===== src/rtl/mdu_iterative_if.sv =====
// Handshake and HI/LO bus between the core and the iterative multiply/divide unit.
interface mdu_iterative_if #(
   parameter int WIDTH = 32
);
   logic             start;
   logic [1:0]       op;
   logic [WIDTH-1:0] src_a;
   logic [WIDTH-1:0] src_b;
   logic             hi_we;
   logic             lo_we;
   logic [WIDTH-1:0] wdata;
   logic             busy;
   logic             done;
   logic             div_by_zero;
   logic [WIDTH-1:0] hi;
   logic [WIDTH-1:0] lo;

   modport master (
      output start, op, src_a, src_b, hi_we, lo_we, wdata,
      input  busy, done, div_by_zero, hi, lo
   );

   modport slave (
      input  start, op, src_a, src_b, hi_we, lo_we, wdata,
      output busy, done, div_by_zero, hi, lo
   );
endinterface


===== src/rtl/mdu_iterative.sv =====
// Iterative MULT/MULTU/DIV/DIVU unit with HI/LO registers: magnitude shift-add multiply or
// restoring divide, one bit per cycle, followed by a single sign-correction cycle.
module mdu_iterative #(
   parameter int WIDTH = 32,
   parameter int CNT_W = $clog2(WIDTH + 1)
) (
   input logic            clk,
   input logic            rst_n,
   mdu_iterative_if.slave bus
);
   typedef enum logic [1:0] {IDLE = 2'd0, CALC = 2'd1, FIX = 2'd2} state_t;

   state_t             state_r;
   logic [CNT_W-1:0]   cnt_r;
   logic               is_div_r;
   logic               neg_res_r;
   logic               neg_rem_r;
   logic               dbz_r;
   logic               done_r;
   logic [WIDTH-1:0]   opnd_r;
   logic [WIDTH-1:0]   hi_r;
   logic [WIDTH-1:0]   lo_r;
   logic [2*WIDTH-1:0] prod_r;

   logic               signed_s;
   logic               is_div_s;
   logic               a_neg_s;
   logic               b_neg_s;
   logic               dbz_start_s;
   logic [WIDTH-1:0]   abs_a_s;
   logic [WIDTH-1:0]   abs_b_s;
   logic [WIDTH:0]     mul_sum_s;
   logic [WIDTH:0]     rem_sh_s;
   logic [WIDTH:0]     div_diff_s;
   logic [2*WIDTH-1:0] calc_next_s;
   logic [2*WIDTH-1:0] prod_neg_s;
   logic [WIDTH-1:0]   fix_hi_s;
   logic [WIDTH-1:0]   fix_lo_s;

   // Decode a start request into operand magnitudes and result signs
   always_comb begin
      signed_s    = ~bus.op[0];
      is_div_s    = bus.op[1];
      a_neg_s     = signed_s & bus.src_a[WIDTH-1];
      b_neg_s     = signed_s & bus.src_b[WIDTH-1];
      dbz_start_s = is_div_s & (bus.src_b == {WIDTH{1'b0}});
      if (a_neg_s) abs_a_s = -bus.src_a;
      else         abs_a_s = bus.src_a;
      if (b_neg_s) abs_b_s = -bus.src_b;
      else         abs_b_s = bus.src_b;
   end

   // One iteration: prod_r holds {accumulator, multiplier} or {remainder, dividend/quotient}
   always_comb begin
      mul_sum_s  = {1'b0, prod_r[2*WIDTH-1:WIDTH]} + ({(WIDTH+1){prod_r[0]}} & {1'b0, opnd_r});
      rem_sh_s   = prod_r[2*WIDTH-1:WIDTH-1];
      div_diff_s = rem_sh_s - {1'b0, opnd_r};
      if (is_div_r) begin
         if (div_diff_s[WIDTH]) calc_next_s = {prod_r[2*WIDTH-2:0], 1'b0};
         else                   calc_next_s = {div_diff_s[WIDTH-1:0], prod_r[WIDTH-2:0], 1'b1};
      end else begin
         calc_next_s = {mul_sum_s, prod_r[WIDTH-1:1]};
      end
   end

   // Sign correction; divide-by-zero returns the raw dividend kept in the low half
   always_comb begin
      prod_neg_s = -prod_r;
      fix_hi_s   = prod_r[2*WIDTH-1:WIDTH];
      fix_lo_s   = prod_r[WIDTH-1:0];
      if (dbz_r) begin
         fix_hi_s = prod_r[WIDTH-1:0];
         fix_lo_s = {WIDTH{1'b1}};
      end else if (is_div_r) begin
         if (neg_res_r) fix_lo_s = -prod_r[WIDTH-1:0];
         else           fix_lo_s = prod_r[WIDTH-1:0];
         if (neg_rem_r) fix_hi_s = -prod_r[2*WIDTH-1:WIDTH];
         else           fix_hi_s = prod_r[2*WIDTH-1:WIDTH];
      end else if (neg_res_r) begin
         {fix_hi_s, fix_lo_s} = prod_neg_s;
      end else begin
         {fix_hi_s, fix_lo_s} = prod_r;
      end
   end

   // Control FSM, operand capture, iteration and HI/LO update
   always_ff @(posedge clk or negedge rst_n) begin
      if (!rst_n) begin
         state_r   <= IDLE;
         cnt_r     <= {CNT_W{1'b0}};
         is_div_r  <= 1'b0;
         neg_res_r <= 1'b0;
         neg_rem_r <= 1'b0;
         dbz_r     <= 1'b0;
         done_r    <= 1'b0;
         opnd_r    <= {WIDTH{1'b0}};
         hi_r      <= {WIDTH{1'b0}};
         lo_r      <= {WIDTH{1'b0}};
         prod_r    <= {(2*WIDTH){1'b0}};
      end else begin
         done_r <= 1'b0;
         case (state_r)
            IDLE: begin
               if (bus.hi_we) hi_r <= bus.wdata;
               if (bus.lo_we) lo_r <= bus.wdata;
               if (bus.start) begin
                  is_div_r  <= is_div_s;
                  neg_res_r <= a_neg_s ^ b_neg_s;
                  neg_rem_r <= a_neg_s;
                  dbz_r     <= dbz_start_s;
                  cnt_r     <= CNT_W'(WIDTH);
                  opnd_r    <= abs_b_s;
                  if (dbz_start_s) begin
                     prod_r  <= {{WIDTH{1'b0}}, bus.src_a};
                     state_r <= FIX;
                  end else begin
                     prod_r  <= {{WIDTH{1'b0}}, abs_a_s};
                     state_r <= CALC;
                  end
               end
            end
            CALC: begin
               prod_r <= calc_next_s;
               cnt_r  <= cnt_r - CNT_W'(1);
               if (cnt_r == CNT_W'(1)) state_r <= FIX;
            end
            FIX: begin
               hi_r    <= fix_hi_s;
               lo_r    <= fix_lo_s;
               done_r  <= 1'b1;
               state_r <= IDLE;
            end
            default: begin
               state_r <= IDLE;
            end
         endcase
      end
   end

   assign bus.busy        = (state_r != IDLE);
   assign bus.done        = done_r;
   assign bus.div_by_zero = dbz_r;
   assign bus.hi          = hi_r;
   assign bus.lo          = lo_r;
endmodule

===== src/flat_wrapper.sv =====
// flat-port wrapper written by rule: the top's interface ports become plain ports
module mdu_iterative_flat 
#(
   parameter int WIDTH = 32,
   parameter int CNT_W = $clog2(WIDTH + 1)
)
  (clk, rst_n, bus_start, bus_op, bus_src_a, bus_src_b, bus_hi_we, bus_lo_we, bus_wdata, bus_busy, bus_done, bus_div_by_zero, bus_hi, bus_lo);
  mdu_iterative_if #(.WIDTH(WIDTH)) bus_i ();
  input logic clk;
  input logic rst_n;
  input wire logic [$bits(bus_i.start)-1:0] bus_start;
  input wire logic [$bits(bus_i.op)-1:0] bus_op;
  input wire logic [$bits(bus_i.src_a)-1:0] bus_src_a;
  input wire logic [$bits(bus_i.src_b)-1:0] bus_src_b;
  input wire logic [$bits(bus_i.hi_we)-1:0] bus_hi_we;
  input wire logic [$bits(bus_i.lo_we)-1:0] bus_lo_we;
  input wire logic [$bits(bus_i.wdata)-1:0] bus_wdata;
  output wire logic [$bits(bus_i.busy)-1:0] bus_busy;
  output wire logic [$bits(bus_i.done)-1:0] bus_done;
  output wire logic [$bits(bus_i.div_by_zero)-1:0] bus_div_by_zero;
  output wire logic [$bits(bus_i.hi)-1:0] bus_hi;
  output wire logic [$bits(bus_i.lo)-1:0] bus_lo;
  assign bus_i.start = bus_start;
  assign bus_i.op = bus_op;
  assign bus_i.src_a = bus_src_a;
  assign bus_i.src_b = bus_src_b;
  assign bus_i.hi_we = bus_hi_we;
  assign bus_i.lo_we = bus_lo_we;
  assign bus_i.wdata = bus_wdata;
  assign bus_busy = bus_i.busy;
  assign bus_done = bus_i.done;
  assign bus_div_by_zero = bus_i.div_by_zero;
  assign bus_hi = bus_i.hi;
  assign bus_lo = bus_i.lo;
  mdu_iterative #(.WIDTH(WIDTH), .CNT_W(CNT_W)) u_core (.clk(clk), .rst_n(rst_n), .bus(bus_i));
endmodule

===== config.mk =====
export PLATFORM = sky130hd
export DESIGN_NAME = mdu_iterative_flat
export DESIGN_NICKNAME = d
export VERILOG_FILES = /design/src/rtl/mdu_iterative_if.sv /design/src/rtl/mdu_iterative.sv /design/src/flat_wrapper.sv
export SDC_FILE = /design/constraint.sdc
export NUM_CORES = 1
export LEC_CHECK = 0
export CAP_MARGIN = 25
export CORE_MARGIN = 1.5
export CORE_UTILIZATION = 53
export DETAILED_ROUTE_END_ITERATION = 16
export PLACE_DENSITY = 0.76
export SLEW_MARGIN = 30
export SYNTH_ARGS = -nofsm -noshare
export SYNTH_HDL_FRONTEND = slang
export SYNTH_SLANG_ARGS = --single-unit
export TNS_END_PERCENT = 100

===== constraint.sdc =====
create_clock -name clk -period 10.3 [get_ports clk]
set_clock_uncertainty 0.05 [all_clocks]
set_input_delay 1.545 -clock clk [delete_from_list [all_inputs] [get_ports clk]]
set_output_delay 1.545 -clock clk [all_outputs]
set_load 0.01 [all_outputs]

==> impl_metrics.ini <==
[critical_path]
reg2reg_to = u_core.prod_r[58]
worst_path_largest_cell_delay_ns = 0.82
worst_r2r_startpoint = u_core.prod_r[36]
worstPathCellList = clkdlybuf4s50_1, or3_1, nor4_1, nand3_1, and4bb_1, nor2_4, o21ai_0, xnor2_1, nor2_1, o22ai_1
critical_path.endpoint_type = register
worst-endpoint-arrival_ns = 5.22
worst_r2r_path_cells = 11
timing.critical_path.fanout_max = 29
r2r_slack_ns = 5.79
timing.critical_path.max_delay_family = simple AND/OR/NAND/NOR gates
cp_slowest_cell = sky130_fd_sc_hd__nor4_1
path_buf_inv = 1
crit_type = input pin to register
startpoint_kind_of_the_worst_setup_timing_path = input pin
cp_data_required_time_ns = 10.58

[synthesis]
synth_warnings = 0
synth_top_flop_cell = sky130_fd_sc_hd__dfrtp_1
synth-edff-count = 0
netlist_top_cells_area = sky130_fd_sc_hd__dfrtp_1, sky130_fd_sc_hd__xnor2_1, sky130_fd_sc_hd__o21ai_0
ffs_w_async_s_r_synth = 1.00
synth.ff_latch_count = 173
netlist-cell-type-count = 75
synth_nets = 1952
synth_top_area_cell = sky130_fd_sc_hd__dfrtp_1
synthesis.area_um2 = 14300
synthesis.area_per_instance_um2 = 8.04
yosysSeqAreaShare = 0.303
post-synth-top-area-fraction = 0.303
synthCells = 1777

[clock_network]
cts_htree_levels = 4
cts_tree = yes
clk_root_buffer_cell = sky130_fd_sc_hd__clkbuf_16
cts_made_buffers = 17
holdBufCountCts = 0
postCtsSetupRepairBufs = 0
cts.sink_count = 173
cts_resized = 0
clock_pin_slew_worst_setup_and_hold_paths_ns = 0.07
cts_max_path_buffers = 2
worstSkewPairLatency_ns = 0.44

[power_and_ir_drop]
cellLeakagePower_uw = 0.00689
ir_worst_vdd_uv = 159
powerDensity_nw_per_um2 = 364

[global_routing]
grtUsageTotal = 0.320
grt_overflow = 0
grt_pass1_wl_mm = 71.4
grt_start_max_net_pins = 104
grt_antenna_before_repair = 0
first_global_vias = 13423

[drt]
violation_count_after_the_first_detailed_route_iteration = 1642
drc = 0
number_of_iterations_in_the_first_detailed_routing_pass = 7
postRouteWirelength_mm = 44.5
drtAntennaViolNets = 0
detail_route.vias_per_cell = 6.33
vias_post_dr = 13975
drt-wirelength-per-cell_um = 20.2

[hold_path]
holdCritPathClass = register to register
timing.hold.worst.start = u_core.opnd_r[8]
cell_depth_of_the_worst_min_delay_path = 2
holdPathEnd = u_core.opnd_r[8]

[sta]
final_hold_viol_count = 0
finalSetupViolations = 0
layout_min_cycle_time_ns = 4.94
min_period_over_period = 0.480
max_freq_ghz = 0.202
relSlewSlack = 0.349
slew_violations = 0
rsz0062_at_grt = false
tns_ns = 0
worst-slew-pin-transition_ns = 0.974
hold_slack_ns = 0.430

[floorplanning]
initial_core_util = 0.543
die_width_um = 167
boundaryPins = 170
dieArea_um2 = 27900
floorplan.die.height_um = 167
rows = 59
floorplan.core_area_um2 = 26300

[placed_design]
gpl.final_weighted_congestion = 0.951
dp_hpwl_mm = 33.6
io_buffer_count = 169

[cells_and_area]
antenna_cells = 0
final_layout_size_suffix_gt1_frac = 0.0411
synthToLayoutAreaGrowth_pct = 17.0
layout.cells.most_common_list = sky130_fd_sc_hd__o21ai_0, sky130_fd_sc_hd__nand2_1, sky130_fd_sc_hd__dfrtp_1
num-nets-final = 2036
layout_commonest_cell = sky130_fd_sc_hd__o21ai_0

[flow_run]
cap_violations = 0

[outcome]
run_status = completed
-- layout make-up --
| type | count | area (um^2) |
|---|---|---|
| inverters | 58 | 218 |
| flip-flops and latches | 173 | 4330 |
| fillers | 2309 | 9570 |
| well taps | 335 | 419 |
| repair buffers | 181 | 1790 |
| clock buffers | 19 | 453 |
| multi-input cells | 1430 | 9350 |
| clock inverters | 13 | 146 |
-- kinds of logic after synthesis --
kind of cell,share of synthesized area
compound gates,0.264
simple gates,0.175
buf+inv,0.0461
xor+xnor,0.106
flops,0.303
fa+ha+maj,0.0641
mux,0.0416
-- worst max-delay path by stage --
stage,startpoint,endpoint,slack [ns],cells after the start
2_1_floorplan,bus_src_a[0],u_core.prod_r[28],5.79,11
3_3_place_gp,bus_src_b[2],u_core.prod_r[30],5.02,10
3_5_place_dp,bus_src_a[0],u_core.prod_r[30],5.01,12
4_1_cts,bus_src_b[2],u_core.prod_r[30],5.43,10
5_1_grt,bus_src_b[2],u_core.prod_r[26],5.18,10
6_report,bus_src_b[2],u_core.prod_r[30],5.36,10
-- flip-flops by register name (all words and copies together), names as in the netlist --
| register | flops |
|---|---|
| u_core.state_r | 2 |
| u_core.bus.hi | 32 |
| u_core.bus.done | 1 |
| u_core.cnt_r | 6 |
| u_core.prod_r | 64 |
| u_core.bus.lo | 32 |
| u_core.opnd_r | 32 |
| u_core.neg_res_r | 1 |
| u_core.is_div_r | 1 |
| u_core.neg_rem_r | 1 |
| u_core.bus.div_by_zero | 1 |
-- metal layers --
layer,vias to the layer above,share of wire,global-route usage
met5,-,0,0
met3,111,0.071,0.0362
met4,0,0.043,0.148
met2,671,0.46,0.527
met1,6522,0.43,0.423
li1,6671,-,-
-- where the power goes --
| part | switching [uW] | total (uW) | internal (uW) |
|---|---|---|---|
| logic | 2180 | 3900 | 1730 |
| registers | 504 | 1510 | 1010 |
| clock network | 309 | 666 | 357 |
-- cell usage after synthesis (15+ instances only) --
master,n
sky130_fd_sc_hd__a21o_1,37
sky130_fd_sc_hd__a21oi_1,97
sky130_fd_sc_hd__a222oi_1,19
sky130_fd_sc_hd__a22oi_1,15
sky130_fd_sc_hd__clkbuf_1,110
sky130_fd_sc_hd__dfrtp_1,173
sky130_fd_sc_hd__ha_1,70
sky130_fd_sc_hd__inv_1,58
sky130_fd_sc_hd__mux2i_1,56
sky130_fd_sc_hd__nand2_1,179
sky130_fd_sc_hd__nand2b_1,19
sky130_fd_sc_hd__nand3_1,27
sky130_fd_sc_hd__nor2_1,146
sky130_fd_sc_hd__nor3_1,38
sky130_fd_sc_hd__o211ai_1,15
sky130_fd_sc_hd__o21ai_0,207
sky130_fd_sc_hd__o22ai_1,65
sky130_fd_sc_hd__o31ai_1,31
sky130_fd_sc_hd__or3_1,25
sky130_fd_sc_hd__xnor2_1,128
sky130_fd_sc_hd__xor2_1,45
-- per-stage QoR --
| step | setup WS [ns] | std cells | power, uW | cell area [um^2] | utilization |
|---|---|---|---|---|---|
| floorplan | 5.79 | 1777 | 4160 | 14300 | - |
| global placement | 5.02 | 2177 | 5270 | 16100 | 0.612 |
| detailed placement | 5.01 | 2177 | 5340 | 16100 | 0.613 |
| CTS | 5.43 | 2209 | 6020 | 16700 | 0.635 |
| global route | 5.18 | 2209 | 6520 | 16700 | 0.636 |
| finish | 5.36 | 2209 | 6080 | 16700 | 0.636 |
-- tightest hold or removal path, cell delays in order, from the launching register on --
cell,delay (ns)
sky130_fd_sc_hd__dfrtp_1,0.34
sky130_fd_sc_hd__nand2_1,0.05
sky130_fd_sc_hd__o21ai_0,0.06
Note: power is estimated with default switching activity, not from simulation.
